$ cat src/rtl/thread_pc_sequencer.sv
// Per-thread PC holder and round-robin fetch issuer; captures the returned word
// and presents it to decode. One fetch outstanding at a time.
module thread_pc_sequencer #(
  parameter int          THREADS  = 4,
  parameter logic [31:0] RESET_PC = 32'h0000_0000,
  parameter logic [31:0] PC_STEP  = 32'd4
) (
  input  logic        clk_i,
  input  logic        rst_n_i,
  input  logic [3:0]  thread_en_i,
  input  logic        redirect_valid_i,
  input  logic [1:0]  redirect_thread_i,
  input  logic [31:0] redirect_pc_i,
  output logic        f_enable_o,
  output logic        f_write_o,
  output logic [31:0] f_addr_o,
  output logic [31:0] f_wdata_o,
  output logic [1:0]  f_thread_o,
  input  logic [31:0] f_data_i,
  input  logic        f_ack_i,
  output logic        inst_valid_o,
  input  logic        inst_ready_i,
  output logic [31:0] inst_data_o,
  output logic [31:0] inst_pc_o,
  output logic [1:0]  inst_thread_o
);

  // state | meaning
  // IDLE  | no request outstanding, waiting for an enabled thread
  // REQ   | fetch request held until f_ack
  // HOLD  | instruction presented to decode until inst_ready
  typedef enum logic [1:0] {IDLE, REQ, HOLD} state_e;

  state_e      state_q, state_d;
  logic [31:0] pc_q [THREADS];
  logic [31:0] pc_d [THREADS];
  logic [1:0]  rr_last_q, rr_last_d;
  logic        discard_q, discard_d;
  logic        f_enable_q, f_enable_d;
  logic [31:0] f_addr_q, f_addr_d;
  logic [1:0]  f_thread_q, f_thread_d;
  logic        inst_valid_q, inst_valid_d;
  logic [31:0] inst_data_q, inst_data_d;
  logic [31:0] inst_pc_q, inst_pc_d;
  logic [1:0]  inst_thread_q, inst_thread_d;

  logic [1:0]  pick;
  logic        any_en;
  logic        issue;
  logic        redir_req_hit;
  logic        redir_hold_hit;

  assign any_en         = |thread_en_i;
  assign redir_req_hit  = redirect_valid_i && (redirect_thread_i == f_thread_q);
  assign redir_hold_hit = redirect_valid_i && (redirect_thread_i == inst_thread_q);

  always_comb begin
    logic       found;
    logic [1:0] idx;
    pick  = rr_last_q;
    found = 1'b0;
    idx   = '0;
    for (int i = 1; i <= THREADS; i++) begin
      idx = rr_last_q + 2'(i);
      if (!found && thread_en_i[idx]) begin
        pick  = idx;
        found = 1'b1;
      end
    end
  end

  always_comb begin
    state_d       = state_q;
    pc_d          = pc_q;
    rr_last_d     = rr_last_q;
    discard_d     = discard_q;
    f_enable_d    = f_enable_q;
    f_addr_d      = f_addr_q;
    f_thread_d    = f_thread_q;
    inst_valid_d  = inst_valid_q;
    inst_data_d   = inst_data_q;
    inst_pc_d     = inst_pc_q;
    inst_thread_d = inst_thread_q;
    issue         = 1'b0;

    case (state_q)
      IDLE: issue = any_en;
      REQ: begin
        if (f_ack_i) begin
          f_enable_d = 1'b0;
          if (discard_q || redir_req_hit) begin
            discard_d = 1'b0;
            state_d   = IDLE;
          end else begin
            inst_data_d       = f_data_i;
            inst_pc_d         = f_addr_q;
            inst_thread_d     = f_thread_q;
            inst_valid_d      = 1'b1;
            pc_d[f_thread_q]  = f_addr_q + PC_STEP;
            state_d           = HOLD;
          end
        end else if (redir_req_hit) begin
          discard_d = 1'b1;
        end
      end
      HOLD: begin
        if (inst_ready_i) begin
          inst_valid_d = 1'b0;
          if (any_en) issue = 1'b1;
          else        state_d = IDLE;
        end else if (redir_hold_hit) begin
          inst_valid_d = 1'b0;
          state_d      = IDLE;
        end
      end
      default: state_d = IDLE;
    endcase

    // A redirect landing on the picked thread in the issue cycle is forwarded.
    if (issue) begin
      state_d    = REQ;
      f_enable_d = 1'b1;
      f_thread_d = pick;
      f_addr_d   = (redirect_valid_i && redirect_thread_i == pick) ? redirect_pc_i : pc_q[pick];
      rr_last_d  = pick;
    end

    if (redirect_valid_i) pc_d[redirect_thread_i] = redirect_pc_i;
  end

  always_ff @(posedge clk_i or negedge rst_n_i) begin
    if (!rst_n_i) begin
      state_q       <= IDLE;
      for (int t = 0; t < THREADS; t++) pc_q[t] <= RESET_PC;
      rr_last_q     <= 2'd3;
      discard_q     <= 1'b0;
      f_enable_q    <= 1'b0;
      f_addr_q      <= '0;
      f_thread_q    <= '0;
      inst_valid_q  <= 1'b0;
      inst_data_q   <= '0;
      inst_pc_q     <= '0;
      inst_thread_q <= '0;
    end else begin
      state_q       <= state_d;
      pc_q          <= pc_d;
      rr_last_q     <= rr_last_d;
      discard_q     <= discard_d;
      f_enable_q    <= f_enable_d;
      f_addr_q      <= f_addr_d;
      f_thread_q    <= f_thread_d;
      inst_valid_q  <= inst_valid_d;
      inst_data_q   <= inst_data_d;
      inst_pc_q     <= inst_pc_d;
      inst_thread_q <= inst_thread_d;
    end
  end

  assign f_enable_o    = f_enable_q;
  assign f_write_o     = 1'b0;
  assign f_addr_o      = f_addr_q;
  assign f_wdata_o     = '0;
  assign f_thread_o    = f_thread_q;
  assign inst_valid_o  = inst_valid_q;
  assign inst_data_o   = inst_data_q;
  assign inst_pc_o     = inst_pc_q;
  assign inst_thread_o = inst_thread_q;

endmodule

$ cat config.mk
export PLATFORM = sky130hd
export DESIGN_NAME = thread_pc_sequencer
export DESIGN_NICKNAME = d
export VERILOG_FILES = /design/src/rtl/thread_pc_sequencer.sv
export SDC_FILE = /design/constraint.sdc
export NUM_CORES = 1
export LEC_CHECK = 0
export CAP_MARGIN = 20
export CELL_PAD_IN_SITES_DETAIL_PLACEMENT = 1
export CELL_PAD_IN_SITES_GLOBAL_PLACEMENT = 1
export CORE_MARGIN = 2
export CORE_UTILIZATION = 30
export DETAILED_ROUTE_END_ITERATION = 12
export PLACE_DENSITY_LB_ADDON = 0.1
export RECOVER_POWER = 50
export SYNTH_ARGS = -nofsm -noshare
export SYNTH_HDL_FRONTEND = slang
export SYNTH_SLANG_ARGS = --single-unit
$ cat constraint.sdc
create_clock -name clk_i -period 3.1 [get_ports clk_i]
set_input_delay 0.93 -clock clk_i [delete_from_list [all_inputs] [get_ports clk_i]]
set_output_delay 0.93 -clock clk_i [all_outputs]
set_load 0.005 [all_outputs]
==> results of run 1 <==
==> sequential cells by signal, summed over array words and instances, names as in the netlist <==
name and cells:
inst_valid_o 1, pc_q 128, state_q 2, rr_last_q 2
discard_q 1, f_thread_o 2, f_addr_o 32, inst_thread_o 2
inst_pc_o 32, inst_data_o 32, f_enable_o 1
==> where the power goes <==
group / switching [mW] / internal, mW
registers: 1.01 / 4.55
clock network: 1.41 / 2.20
logic: 4.10 / 3.37
==> worst register-to-register path: cells and delay by family (launching register included) <==
kind,cells,cell delay [ps]
AND/OR/NAND/NOR,2,570
AO/OA/AOI/OAI,4,910
flip-flops,1,570
buffers and inverters,1,220
==> final timing paths <==
path	startpoint	endpoint	slack, ps	cells after the start
setup / recovery	thread_en_i[1]	f_addr_o[21]$_DFFE_PN0P_	260	8
hold / removal	inst_data_o[26]$_DFFE_PN0P_	inst_data_o[26]$_DFFE_PN0P_	470	2
setup reg to reg	rr_last_q[0]$_DFFE_PN1P_	f_addr_o[21]$_DFFE_PN0P_	710	7
hold reg to reg	inst_data_o[26]$_DFFE_PN0P_	inst_data_o[26]$_DFFE_PN0P_	470	2
max in group asynchronous	rst_n_i	f_addr_o[16]$_DFFE_PN0P_	460	1
min in group asynchronous	rst_n_i	inst_data_o[0]$_DFFE_PN0P_	1260	1
==> layer usage <==
layer | part of all wire, % | global-route usage [%] | up-vias | routed length (um)
met5 | 0 | 0 | - | 0
met4 | 1.7 | 5.69 | 0 | 827
met3 | 5.1 | 2.80 | 56 | 2520
met2 | 46 | 37.6 | 335 | 22600
met1 | 47 | 33.8 | 5912 | 23300
li1 | - | - | 5238 | -
==> kinds of logic after synthesis <==
logic type / after synthesis / share of synthesized area, %
fa+ha+maj: 1 / 0.104
other cells: 1 / 0.0310
buf+inv: 179 / 6.70
xor+xnor: 31 / 2.25
compound gates: 436 / 21.3
simple gates: 493 / 17.9
mux: 32 / 2.97
flops: 235 / 48.7
==> cells in the mapped netlist, types with 3 or more instances <==
master / number / area [sq um]
nor2b_1: 4 / 25.0
buf_1: 6 / 22.5
nor4_1: 5 / 31.3
o2111ai_1: 31 / 272
o21ai_0: 202 / 1010
nand2_1: 240 / 901
a21oi_1: 74 / 370
dfrtp_1: 233 / 5830
o211ai_1: 31 / 233
or3_1: 8 / 50.1
a31oi_1: 14 / 87.6
nand3_1: 76 / 380
o21a_1: 3 / 22.5
nor3_1: 9 / 45.0
xnor2_1: 30 / 263
a21o_1: 40 / 300
a22oi_1: 13 / 97.6
and3_1: 10 / 62.6
buf_2: 11 / 55.1
nand4_1: 39 / 244
inv_1: 35 / 131
and4_1: 3 / 26.3
clkbuf_1: 94 / 353
o21ai_1: 17 / 85.1
nor2_1: 92 / 345
buf_4: 33 / 248
mux2_2: 31 / 349
==> layout make-up <==
class | instances | area, sq um
clock buffers | 45 | 918
clock inverters | 9 | 106
fillers | 4590 | 23800
inverters | 35 | 131
multi-input cells | 1026 | 5580
flip-flops and latches | 235 | 5880
well taps | 525 | 657
repair buffers | 254 | 2630
==> stage by stage <==
step                      power (mW)  cells  util [%]
after floorplan                 9.36   1440         -
after global placement          12.9   2075      37.5
after detailed placement        13.1   2075      37.5
after CTS                       16.8   2129      40.1
after global routing            17.8   2129      40.0
final                           16.6   2129      40.0
==> results.md, run 1 <==
* TritonCTS clock tree: done
* LEAKAGE at ~6.8 nW
* Die X at ~200 um
* Worst path cell trace: dlygate4sd3_1 > nor2b_1 > o21ba_2 > or4_1 > a221o_1 > buf_12 > o2111ai_1 > o211ai_1
* Pre-CTS WS at -202 ps
* Final hold vios at 0
* Final Max Slew Viols at 40
* Max clock buf depth at 3
* RSZ-0062 raised after global routing: no
* Largest net degree at the start of global routing at around 100
* Critical path class: in2reg
* Buffer and inverter count on the worst path at 2
* Postcts setup bufs at 0
* Post-CTS Hold Fix Bufs at 0
* Initial DRC Count at 733
* Worst path arrival time at 3280 ps
* Layout area overhead at 31.7%
* # resized after CTS at 0
* Fin crit share at 91.7%
* Fmax at 352 MHz
* DRT antenna net count at 0
* Dpl cell area at around 0.015 sq mm
* Setup ws final at about 260 ps
* Power per cell area at about 1000 mW/mm^2
* Detail Placement HPWL at ~31 mm
* Initial antenna violation count at 0
* Gr usage total at 23.5%
* CP peak stage delay at about 570 ps
* Worst slew margin at -57.3%
* Die Area at between 0.04 and 0.05 sq mm
* Grt total ovfl at 0
* Wire per inst at 23.2 um
* Worst Skew at about 13 ps
* Clk_lat worst skew at between 500 and 600 ps
* Proportion of layout cells with a drive suffix above 1 at 10.8%
* Post-synth cell types at 47
* Most frequent cells in the layout: nand2_1, dfrtp_1, o21ai_0
* Vias at between 10000 and 15000
* Number of buffers created by CTS at 30
* Predominant post-synthesis flop cell: dfrtp_1
* Yosys warning total at 0
* I/O pin total at 210
* Seq/Total Area, Yosys at around 49%
* Core Box Area at 0.0397 sq mm
* Fin crit period at 2840 ps
* Vias per cell at approximately 5.4
* Crit path max-delay family: compound AO/OA/AOI/OAI gates
* Peak VDD IR at roughly 460 uV
* Syn Std Cell Area at between 0.01 and 0.015 sq mm
* Global-route wire length before repair at roughly 76 mm
* # diodes at 0
* Worst Setup Start Kind: input pin
* Worst setup EP type: flip-flop
* Yosys reg bits at ~240
* Final setup viols at 0
* Routed WL at 49.3 mm
* Mean post-synth cell area at approximately 8.6 sq um
* Initial Util at a little under a third
* Most common cell after layout, fill and taps aside: nand2_1
* DR pass1 iterations at 5
* WHS at between 400 and 500 ps
* Vias in the first global route at about 12000
* Die span in y at ~200 um
* RD Place Congestion at 0.797
* # DRC at 0
* Async SR Flop Fraction at 100%
* Row count at 73
* Final Instance Area at approximately 0.016 sq mm
* Cells after Synth at ~1400
* Status: finished, violations left
* Least-Margin Pin Slew at between 2000 and 2500 ps
* Setup TNS at 0 ps
* Max cap viols at 1
* Post-synth EDFFs at 0
* Hold Crit Class: reg2reg
* Htree depth at 1
* Violated checks: max-capacitance violations, max-slew violations
* Slowest-stage cell, CP: dlygate4sd3_1
* Reg clk slew, reported paths at roughly 60 ps
* IO buf count at between 150 and 200
* Nets at 1658
* Endpoint required time on the critical path at 3540 ps
* CTS root buffer: clkbuf_16
* Sink Count at 235
* Crit-path max FO at 33
No activity file was read; power rests on OpenSTA's default activity.
==> inputs of run 2 (changes only) <==
DONT_BUFFER_PORTS = 1   (was default)
clock period = 2.5 ns   (was 3.1 ns; I/O delays follow)
==> run 2 against run 1 <==
  * Design area down 12%
  * Sequential power increased by 27%
  * Highest routed layer unchanged
  * Critical path depth decreased by 1
  * Largest cell class unchanged
  * Critical path type is now reg2reg
  * Final cell count is 8.6% lower
  * Die area is the same
  * The run ends with negative hold slack left
==> results.md, run 2 (same netlist as run 1, synthesis figures left out) <==
* Most frequent cells in the layout: nand2_1, dfrtp_1, o21ai_0
* Final Max Slew Viols at 0 (-100%)
* # diodes at 0 (unchanged)
* Initial DRC Count at 623 (-15%)
* Max clock buf depth at 3 (unchanged)
* RD Place Congestion at 0.761 (-4.5%)
* Postcts setup bufs at 0 (unchanged)
* Worst slew margin at 48.5% (+110 points)
* Vias in the first global route at 11000 (-8.2%)
* Critical path class: reg2reg
* Htree depth at 1 (unchanged)
* Final hold vios at 125 (+125)
* Vias at 10600 (-8.2%)
* Reg area at 0.00588 sq mm (unchanged)
* Fill cells at 4587 (-0.065%)
* Reg2Reg Setup Slack at 160 ps (-550 ps)
* Peak VDD IR at 519 uV (+13%)
* End-of-flow core utilization at 35.2% (-4.8 points)
* CTS root buffer: clkbuf_16
* Worst r2r path cells at 7 (unchanged)
* Worst Skew at 8.66 ps (-4.57 ps)
* Final Power at 18.8 mW (+13%)
* Sink Count at 235 (unchanged)
* Status: finished, violations left
* Largest reg by FF count: pc_q
* IO buf count at 0 (-100%)
* Initial antenna violation count at 0 (unchanged)
* Setup ws final at 158 ps (-99.4 ps)
* Gr usage total at 22.8% (-0.74 points)
* Fin crit share at a little over nine tenths
* TritonCTS clock tree: done
* Nets at 1475 (-11%)
* Final setup viols at 0 (unchanged)
* LEAKAGE at 6.08 nW (-11%)
* Worst Setup Start Kind: flip-flop
* Fin crit period at 2340 ps
* Proportion of layout cells with a drive suffix above 1 at 11.3% (+0.49 points)
* # DRC at 0 (unchanged)
* Least-Margin Pin Slew at 773 ps (-1590 ps)
* Die Area at 0.0419 sq mm (unchanged)
* Worst path arrival time at 2770 ps (-510 ps)
* Setup TNS at 0 ps (unchanged)
* Number of buffers created by CTS at 30 (unchanged)
* Max reg flops at 128 (unchanged)
* Row count at 73 (unchanged)
* Most common cell after layout, fill and taps aside: nand2_1
* Endpoint required time on the critical path at 2930 ps (-610 ps)
* Global-route wire length before repair at 72.1 mm (-4.6%)
* Crit-path max FO at 33 (unchanged)
* Layout area overhead at 15.8%
* Die span in y at 205 um (unchanged)
* Core Box Area at 0.0397 sq mm (unchanged)
* Die X at 205 um (unchanged)
* Vias per cell at 5.44 (+0.43%)
* Wire per inst at 24.6 um (+6.3%)
* DR pass1 iterations at 4 (-1)
* Clk_lat worst skew at 570 ps (about the same)
* Largest net degree at the start of global routing at 236 (+140%)
* # resized after CTS at 0 (unchanged)
* Max cap viols at 0 (-1)
* I/O pin total at 210 (unchanged)
* Multi-input gate area at 0.00559 sq mm (+0.13%)
* Pre-CTS WS at -104 ps (+97.9 ps)
* DRT antenna net count at 0 (unchanged)
* Routed WL at 47.9 mm (-2.9%)
* Violated checks: negative hold slack
* RSZ-0062 raised after global routing: no
* Hold Crit Class: in2async
* Reg clk slew, reported paths at 60 ps (about the same)
* Worst setup EP type: flip-flop
* Power per cell area at 1350 mW/mm^2 (+29%)
* WHS at -124 ps (-594 ps)
* Grt total ovfl at 0 (unchanged)
* Detail Placement HPWL at 29.6 mm (-4.5%)
* Initial Util at 30.4% (unchanged)
* Fmax at between 400 and 500 MHz
[run 2: cell types whose count changed in the layout (fill, tap and decap cells not counted), moves of 2 or more]
cell	before	now
buf_12	24	21
dlygate4sd3_1	4	0
clkbuf_8	9	4
clkbuf_1	9	14
clkdlybuf4s50_1	171	0
clkinvlp_4	3	1
[run 2: area by class of cell]
cell class | count | area share (%)
well taps | 525 | 4.70
clock buffers | 48 | 6.29
clock inverters | 5 | 0.376
repair buffers | 71 | 5.66
inverters | 35 | 0.939
flip-flops and latches | 235 | 42.1
multi-input cells | 1026 | 40.0
[run 2: metal layers]
metal	GRT usage [%]	wire length (um)
met1	31.4	22200
met3	4.36	2850
met2	36.8	21900
met5	0	0
met4	5.56	919
[run 2: path summary, 6_finish.rpt]
kind	start	endpoint
min in group clk_i	f_data_i[9]	inst_data_o[9]$_DFFE_PN0P_
hold / removal	rst_n_i	inst_data_o[3]$_DFFE_PN0P_
max in group asynchronous	rst_n_i	pc_q[58]$_DFF_PN0_
setup reg to reg	rr_last_q[0]$_DFFE_PN1P_	f_addr_o[21]$_DFFE_PN0P_
setup / recovery	rr_last_q[0]$_DFFE_PN1P_	f_addr_o[21]$_DFFE_PN0P_
hold reg to reg	inst_data_o[12]$_DFFE_PN0P_	inst_data_o[12]$_DFFE_PN0P_
[run 2: metrics by stage]
stage	instances	cell area, sq um
after floorplan	1440	12200
after global placement	1892	13100
after detailed placement	1892	13100
after CTS	1945	14000
after global routing	1945	14000
final	1945	14000
[run 2: power breakdown]
group | total (mW) | internal [mW] | switching, mW
sequential | 7.03 | 5.64 | 1.38
clock | 4.20 | 2.48 | 1.71
combinational | 7.61 | 3.03 | 4.58
total | 18.8 | 11.2 | 7.68
[run 2: worst max-delay path, cell delays in order (launching register included)]
cell	delay [ps]
dfstp_2	560
nor2b_1	70
o21a_1	190
or4_1	500
a221o_1	410
buf_12	210
o2111ai_1	130
o211ai_1	120
==> inputs of run 3 (changes only) <==
==> constraint.sdc (replaced) <==
create_clock -name clk_i -period 2.5 [get_ports clk_i]
set_input_delay 0.75 -clock clk_i [delete_from_list [all_inputs] [get_ports clk_i]]
set_output_delay 0.75 -clock clk_i [all_outputs]
set_load 0.02 [all_outputs]
==> run 3 against run 2 <==
  * The run still ends with negative hold slack left
  * Maximum frequency fell by 1.4%
  * Highest routed layer unchanged
  * Design area rose by 0.34%
  * Via count rose by 1.7%
==> results.md, run 3 (same netlist as run 1, synthesis figures left out) <==
* P_sw at 8.70 mW (+13%)
* Detail Placement HPWL at 30.2 mm (+1.8%)
* Most common cell after layout, fill and taps aside: nand2_1
* Fin crit share at 95.0% (+1.4 points)
* Proportion of layout cells with a drive suffix above 1 at 12.3% (+0.97 points)
* Wire per inst at 24.8 um (+0.88%)
* I/O pin total at 210 (unchanged)
* Slowest-stage cell, CP: dfstp_2
* Hold Crit Class: in2async
* Largest reg by FF count: pc_q
* Worst Setup Start Kind: flip-flop
* Initial antenna violation count at 0 (unchanged)
* Fill cells at 4637 (+1.1%)
* Initial DRC Count at 684 (+9.8%)
* Worst Skew at 11.2 ps (+2.50 ps)
* Routed WL at 48.5 mm (+1.4%)
* Worst setup EP type: flip-flop
* Htree depth at 1 (unchanged)
* Setup ws final at 124 ps (-34.2 ps)
* Die span in y at 205 um (unchanged)
* Die X at 205 um (unchanged)
* Final setup viols at 0 (unchanged)
* Worst slew margin at 51.5% (+3.1 points)
* Gr usage total at 22.9% (+0.15 points)
* Switching portion of total power at 43.8% (+3.1 points)
* Critical path class: reg2reg
* CTS root buffer: clkbuf_16
* Number of buffers created by CTS at 30 (unchanged)
* Final Power at 19.8 mW (+5.3%)
* Largest net degree at the start of global routing at 236 (unchanged)
* WHS at -127 ps (-3.24 ps)
* RSZ-0062 raised after global routing: no
* TritonCTS clock tree: done
* Clock power share at 21.3% (-1.0 points)
* Die Area at 0.0419 sq mm (unchanged)
* IO buf count at 0 (unchanged)
* Global-route wire length before repair at 72.7 mm (+0.77%)
* Core Box Area at 0.0397 sq mm (unchanged)
* Final hold vios at 233 (+86%)
* Crit path max-delay family: compound AO/OA/AOI/OAI gates
* Reg clk slew, reported paths at 60 ps (about the same)
* Max reg flops at 128 (unchanged)
* Buffer and inverter count on the worst path at 1 (unchanged)
* # DRC at 0 (unchanged)
* Clk_lat worst skew at 580 ps (about the same)
* Nets at 1484 (+0.61%)
* # diodes at 0 (unchanged)
* Reg2Reg Setup Slack at 120 ps (-30 ps)
* Postcts setup bufs at 0 (unchanged)
* Crit-path max FO at 33 (unchanged)
* DR pass1 iterations at 7 (+3)
* Row count at 73 (unchanged)
* Final Max Slew Viols at 0 (unchanged)
* Power per cell area at 1410 mW/mm^2 (+5.0%)
* Part of the power in registers at 38.2% (+0.9 points)
* Initial Util at 30.4% (unchanged)
* Worst path arrival time at 2820 ps (+50 ps)
* Vias per cell at 5.51 (+1.1%)
* Combinational share of power at 40.5% (about the same)
* Fmax at 421 MHz (-1.4%)
* Max clock buf depth at 3 (unchanged)
* DRT antenna net count at 0 (unchanged)
* CP peak stage delay at 560 ps (about the same)
* Fin crit period at 2380 ps (+34.2 ps)
* Sink Count at 235 (unchanged)
* Grt total ovfl at 0 (unchanged)
* Pre-CTS WS at -141 ps (-36.8 ps)
* Worst path cell trace: nor2b_1 > o21a_1 > or4_1 > a221o_1 > buf_12 > o2111ai_1 > o211ai_1
* RD Place Congestion at 0.768 (+0.87%)
* LEAKAGE at 6.13 nW (+0.84%)
* Vias in the first global route at 11200 (+1.5%)
* Layout area overhead at 16.2%
* Internal Power at 11.1 mW (-0.11%)
* Least-Margin Pin Slew at 727 ps (-46.0 ps)
* Multi-input gate area at 0.00559 sq mm (unchanged)
* Peak VDD IR at 506 uV (-2.5%)
* Reg area at 0.00588 sq mm (unchanged)
* Endpoint required time on the critical path at 2950 ps (+20 ps)
* Max cap viols at 0 (unchanged)
* # resized after CTS at 0 (unchanged)
* Status: finished, violations left
* Most frequent cells in the layout: nand2_1, dfrtp_1, o21ai_0
* Vias at 10800 (+1.7%)
* Violated checks: negative hold slack
-- run 3: cell types whose count changed in the layout (fill, tap and decap cells not counted) --
| cell | change |
|---|---|
| buf_4 | +9 |
| clkbuf_1 | -5 |
| clkbuf_2 | +1 |
| clkbuf_8 | +3 |
| clkinvlp_4 | -1 |
| buf_12 | -2 |
| clkinv_2 | +6 |
| bufinv_16 | -1 |
-- run 3: power groups by stage --
stage | Combinational (mW) | Clock (mW) | Sequential (mW)
after floorplan | 5.03 | 0 | 7.45
after global placement | 7.87 | 0 | 7.60
after detailed placement | 8.07 | 0 | 7.64
after CTS | 8.10 | 4.36 | 7.59
after global routing | 8.91 | 4.50 | 7.84
final | 8.03 | 4.22 | 7.59
-- run 3: final timing paths --
| check | startpoint | depth (start not counted) | to |
|---|---|---|---|
| max in group asynchronous | rst_n_i | 0 | pc_q[40]$_DFF_PN0_ |
| min in group clk_i | redirect_pc_i[26] | 1 | pc_q[122]$_DFF_PN0_ |
| min | rst_n_i | 0 | inst_data_o[3]$_DFFE_PN0P_ |
| max | rr_last_q[0]$_DFFE_PN1P_ | 7 | f_addr_o[13]$_DFFE_PN0P_ |
| min reg2reg | pc_q[127]$_DFF_PN0_ | 2 | pc_q[127]$_DFF_PN0_ |
| max reg2reg | rr_last_q[0]$_DFFE_PN1P_ | 7 | f_addr_o[13]$_DFFE_PN0P_ |
-- run 3: layout make-up --
cell class | instances | share of cell area (%)
clock buffers | 45 | 6.40
clock inverters | 9 | 0.321
inverters | 35 | 0.936
multi-input cells | 1026 | 39.8
flip-flops and latches | 235 | 41.9
well taps | 525 | 4.68
repair buffers | 80 | 5.90
-- run 3: per-layer routing --
layer | track usage (%) | up-vias | wire, um
li1 | - | 4881 | -
met1 | 31.6 | 5556 | 22000
met2 | 37.3 | 279 | 22600
met3 | 4.53 | 48 | 3190
met4 | 4.79 | 0 | 690
met5 | 0 | - | 0
-- run 3: per-stage QoR --
stage                     util, %  instances  setup TNS, ps  instance area [sq um]
after floorplan                 -       1440              0                  12200
after global placement       33.0       1901          -3000                  13100
after detailed placement     33.0       1901          -3970                  13100
after CTS                    35.3       1955              0                  14000
after global routing         35.3       1955              0                  14000
final                        35.3       1955              0                  14000
==> RTL change 1, RTL diff (flow settings as in run 3) <==
`THREADS`: 4 -> 16.
--- a/src/rtl/thread_pc_sequencer.sv
+++ b/src/rtl/thread_pc_sequencer.sv
@@ -3,3 +3,3 @@
 module thread_pc_sequencer #(
-  parameter int          THREADS  = 4,
+  parameter int          THREADS  = 16,
   parameter logic [31:0] RESET_PC = 32'h0000_0000,
Check against the original RTL: not settled (the Yosys comparison gave no result); the edit may change what the design does.
==> RTL change 1 against run 3 <==
- sequential cell count is the same
- synthesized area shrank 1.1%
- fmax grew 0.67%
- setup slack gained 0.016 ns
- power grew 3.8%
- the flow still finishes with violations (hold timing)
- via count shrank 11%
- clock skew is essentially flat
- utilization grew 0.087 points
- design area shrank 0.21%
- wire length shrank 13%
- sequential power grew 2%
- count of clock-buffer cells in the layout is the same
==> RTL change 1: results (changes against run 3) <==
.. list-table::
   :header-rows: 1

   * - Metric
     - Value
   * - Top register by number of flip-flops
     - pc_q
   * - Synth unique cells
     - 51 (+8.5%)
   * - Switching share of power
     - 40.9% (-3.0 points)
   * - Async set-reset flop share out of synthesis
     - 100% (unchanged)
   * - Critical-path top delay cell
     - or4_4
   * - Transition at the pin with the smallest max-transition slack
     - 0.974 ns (+0.247 ns)
   * - Startpoint Class
     - flip-flop
   * - Number of buffers inserted during clock tree synthesis
     - 29 (-3.3%)
   * - Clk_skew
     - 0.0114 ns (+0.000256 ns)
   * - Largest register FFs
     - 128 (unchanged)
   * - Gate family responsible for the most delay along the worst path
     - simple AND/OR/NAND/NOR gates
   * - Hold WC Path Type
     - input port to asynchronous set/reset pin
   * - H-tree depth reported by CTS
     - 1 (unchanged)
   * - Vias per std cell
     - 5.21 (-5.3%)
   * - Via count of the first global-routing pass
     - 10112 (-9.7%)
   * - Most common library cells after synthesis
     - 233 x dfrtp_1, 196 x nand2_1, 148 x o21ai_0
   * - Clock network latency to the later pin of the worst-skew pair
     - 0.55 ns (-0.03 ns)
   * - Gp weighted congestion
     - 0.757 (-1.3%)
   * - DR WL/cell
     - 22.9 um (-8.0%)
   * - Worst-case clock buffer depth
     - 3 (unchanged)
   * - DRC
     - 0 (unchanged)
   * - Total iterations of the first detailed-routing run
     - 5 (-2)
   * - Delay of the slowest cell on the worst path
     - 0.48 ns (-0.08 ns)
   * - Net count, final
     - 1373 (-7.5%)
   * - Top cells by area in the synthesized netlist
     - dfrtp_1 49%, mux2_2 6.2%, o21ai_0 6.2%
   * - 1st-iter DRT viols
     - 445 (-35%)
   * - Count of buffers from port buffering
     - 0 (unchanged)
   * - Highest fanout seen on the critical path
     - 4 (-88%)
   * - Final worst hold slack
     - -0.106 ns (+0.0210 ns)
   * - Reg-to-reg endpoint
     - pc_q[412]
   * - Part of the Yosys area used for sequential elements
     - 49.2% (+0.54 points)
   * - Data arrival time of the worst path
     - 2.80 ns (-0.02 ns)
   * - Worst-case vdd ir drop
     - 0.000585 V (+16%)
   * - Number of hold violations in the final report
     - 83 (-64%)
   * - Sum of net half-perimeters after detailed placement
     - 26700 um (-11%)
   * - Buffer cell driving the clock tree root
     - clkbuf_16
   * - Clock slew at reported path FFs
     - 0.06 ns (about the same)
   * - Failing checks
     - hold timing
   * - Worst reg2reg path startpoint
     - f_addr_o[2]
   * - Run status
     - finished with violations
   * - Placed standard-cell area
     - 13000 um^2 (-0.71%)
   * - Pin count of the biggest net entering global routing
     - 236 (unchanged)
   * - Antenna diode count
     - 0 (unchanged)
   * - Worst R2R Setup Slack
     - 0.14 ns (+0.02 ns)
   * - Postcts setup bufs
     - 0 (unchanged)
   * - Area of the core
     - 39500 um^2 (-0.46%)
   * - Total leakage power
     - 5.73 nW (-6.6%)
   * - Count of synthesis-stage warnings from yosys
     - 0 (unchanged)
   * - Ratio of cells with drive above 1 in the final layout
     - 16.0% (+3.7 points)
   * - Global-route usage over all layers
     - 20.3% (-2.6 points)
   * - Global-route wire length before repair
     - 64600 um (-11%)
   * - Number of antenna violations at the first check in global routing
     - 0 (unchanged)
RTL change 1: changes by cell type in the layout (fill, tap and decap cells not counted), sizes merged, moves of 35 or more:
| cell | change |
|---|---|
| nand3 | -60 |
| o21ai | -71 |
| nor2 | +51 |
| mux2 | +35 |
| nand2 | -44 |
| mux2i | +54 |
RTL change 1: power by group through the flow:
| stage | registers (W) | clock network, W | logic (W) |
|---|---|---|---|
| 3_3_place_gp | 0.00781 | 0 | 0.00833 |
| 4_1_cts | 0.00779 | 0.00461 | 0.00850 |
| 6_report | 0.00775 | 0.00447 | 0.00837 |
| 2_1_floorplan | 0.00786 | 0 | 0.00531 |
| 3_5_place_dp | 0.00783 | 0 | 0.00849 |
| 5_1_grt | 0.00802 | 0.00477 | 0.00925 |
RTL change 1: area by class of cell:
cell class	instances	area, um^2
Clock buffer	45	866
Clock inverter	8	140
Fill cell	4508	25500
Inverter	4	15.0
Multi-Input combinational cell	946	5570
Sequential cell	235	5880
Tap cell	525	657
Timing Repair Buffer	81	871
RTL change 1: kinds of logic (layout without fill, tap and decap cells):
group                    count (synthesis)  after routing  share of synthesized area [%]
flip-flops                             235            235                           49.2
adder cells (fa/ha/maj)                  1              1                          0.105
other                                    1             33                         0.0314
multiplexers                           121            121                           10.8
XOR/XNOR                                30             30                           2.20
buffers and inverters                  136            138                           5.59
AO/OA/AOI/OAI                          346            346                           17.2
AND/OR/NAND/NOR                        415            415                           14.8
RTL change 1: worst max-delay path by stage:
stage	end	slack, ns	depth (start not counted)
after floorplan	f_addr_o[14]	0.15	8
after global placement	f_addr_o[14]	0.005	7
after detailed placement	f_addr_o[29]	-0.02	7
after CTS	pc_q[412]	0.11	7
after global routing	pc_q[508]	0.02	7
final	pc_q[412]	0.14	7
RTL change 1: metrics by stage:
| stage | hold WS (ns) | total power [W] | TNS, ns | worst slack [ns] | std cells |
|---|---|---|---|---|---|
| finish | -0.106 | 0.0206 | 0 | 0.140 | 1844 |
| global route | -0.138 | 0.0220 | 0 | 0.0185 | 1844 |
| CTS | -0.142 | 0.0209 | 0 | 0.109 | 1844 |
| detailed placement | 0.463 | 0.0163 | -0.0769 | -0.0173 | 1791 |
| global placement | 0.462 | 0.0161 | 0 | 0.00538 | 1791 |
| floorplan | 0.454 | 0.0132 | 0 | 0.152 | 1317 |
RTL change 1: layer usage:
| layer | part of all wire, % | global-route usage [%] | wire (um) |
|---|---|---|---|
| met1 | 47 | 28.2 | 19900 |
| met2 | 47 | 33.8 | 19900 |
| met3 | 4.4 | 3.23 | 1850 |
| met4 | 1.2 | 3.68 | 493 |
| met5 | 0 | 0 | 0 |
RTL change 1: what timing repair did:
action | 4_1_cts | 5_1_grt
resized for setup | 0 | 1
endpoints found under the setup margin | 0 | 2
endpoints found under the hold margin | 233 | 233
==> RTL change 2, RTL diff (settings of run 3) <==
Made on the original files. `f_addr_q` no longer has a reset.
--- a/src/rtl/thread_pc_sequencer.sv
+++ b/src/rtl/thread_pc_sequencer.sv
@@ -137,3 +137,2 @@
       f_enable_q    <= 1'b0;
-      f_addr_q      <= '0;
       f_thread_q    <= '0;
@@ -149,3 +148,2 @@
       f_enable_q    <= f_enable_d;
-      f_addr_q      <= f_addr_d;
       f_thread_q    <= f_thread_d;
@@ -156,2 +154,6 @@
     end
+  end
+
+  always_ff @(posedge clk_i) begin
+    f_addr_q <= f_addr_d;
   end
Behaviour: not the same (a bounded check fails within 4 cycles, from zero or initial values and one cycle with rst_n_i low).
==> RTL change 2 against run 3 <==
- the flow still finishes with violations (hold timing)
- setup slack better by 0.037 ns
- non-clock buffer count up 8
- power up 0.50%
- global-route usage down 2.9 points
- utilization up 0.31 points
- wire length down 14%
- count of clock-buffer cells in the layout down 5
- sequential share of layout area up 0.86 points
- synthesized area down 0.31%
- design area up 0.66%
- combinational power down 6.0%
- sequential cell count unchanged
- cell count down 13%
- critical endpoint is now pc_q[95]
- largest cell class unchanged
- highest routed layer unchanged
==> RTL change 2: results (changes against run 3) <==
.. list-table::
   :header-rows: 1

   * - Metric
     - Value
   * - Met1 WL
     - 18800 um (-15%)
   * - Critical-path top delay cell
     - or4_1
   * - EDFF count, synth
     - 32 (+32)
   * - Failing checks
     - hold timing
   * - Most common library cells after synthesis
     - 201 x dfrtp_1, 158 x nand2_1, 104 x o21ai_0
   * - Synth unique cells
     - 65 (+38%)
   * - Met3 global-route usage
     - 3.27% (-1.3 points)
   * - Sum of net half-perimeters after detailed placement
     - 26600 um (-12%)
   * - Final worst hold slack
     - -0.115 ns (+0.0119 ns)
   * - Gate family responsible for the most delay along the worst path
     - simple AND/OR/NAND/NOR gates
   * - Routed length on met2
     - 20300 um (-10%)
   * - Met3 wire length
     - 1690 um (-47%)
   * - Global routing usage on met1
     - 27.1% (-4.5 points)
   * - Vias
     - 8905 (-17%)
   * - Async set-reset flop share out of synthesis
     - 86.4% (-14 points)
   * - Data arrival time of the worst path
     - 2.80 ns (-0.02 ns)
   * - Ratio of cells with drive above 1 in the final layout
     - 25.4% (+13 points)
   * - Placed standard-cell area
     - 13200 um^2 (+0.53%)
   * - Pin count of the biggest net entering global routing
     - 204 (-14%)
   * - Net count, final
     - 1228 (-17%)
   * - Setup slack after placement
     - -0.105 ns (+0.0354 ns)
   * - Global-route track usage on met2
     - 34.0% (-3.3 points)
   * - Number of hold violations in the final report
     - 201 (-14%)
   * - Run status
     - finished with violations
   * - Global-route usage over all layers
     - 20.0% (-2.9 points)
   * - Clk_skew
     - 0.0233 ns (+0.0122 ns)
## RTL change 2: cell types whose count changed in the layout (fill, tap and decap cells not counted), moves of 35 or more
cell     change
nand3_1     -52
a21oi_1     -66
mux2i_1     +35
nor2_1      -47
mux2_2      +65
o21ai_0     -97
a21o_1      -38
and3_1      +41
nand2_1     -83
## RTL change 2: power by group
| group | switching (W) | total (W) | internal (W) |
|---|---|---|---|
| Combinational | 0.00389 | 0.00755 | 0.00367 |
| Clock | 0.00178 | 0.00427 | 0.00249 |
| Sequential | 0.00203 | 0.00811 | 0.00608 |
| Total | 0.00770 | 0.0199 | 0.0122 |
## RTL change 2: cell families after synthesis
family,count (synthesis),share of synthesized area (%)
simple gates,355,14.6
flops,235,50.2
compound gates,215,10.4
mux,164,18.0
buf+inv,111,5.10
xor+xnor,20,1.58
fa+ha+maj,1,0.104
other cells,1,0.0311
## RTL change 2: path summary, 6_finish.rpt
check | start | to | slack, ns | cells past startpoint
min in group clk_i | redirect_pc_i[8] | pc_q[40] | 0.29 | 2
worst max register to register | f_addr_o[18] | pc_q[95] | 0.16 | 5
max in group asynchronous | rst_n_i | pc_q[38] | 2.32 | 0
worst min-delay path | rst_n_i | pc_q[120] | -0.12 | 0
worst min register to register | pc_q[63] | pc_q[63] | 0.52 | 1
worst max-delay path | f_addr_o[18] | pc_q[95] | 0.16 | 5
## RTL change 2: layout make-up
type / instances / share of cell area, %
flip-flops and latches: 235 / 42.8
clock inverters: 14 / 0.735
clock buffers: 40 / 6.08
multi-input cells: 788 / 39.4
well taps: 525 / 4.65
repair buffers: 88 / 6.06
inverters: 10 / 0.266
## RTL change 2: through the flow
stage	utilization (%)	std cells
global route	35.6	1700
finish	35.6	1700
CTS	35.6	1700
detailed placement	33.2	1646
global placement	33.2	1646
floorplan	-	1134
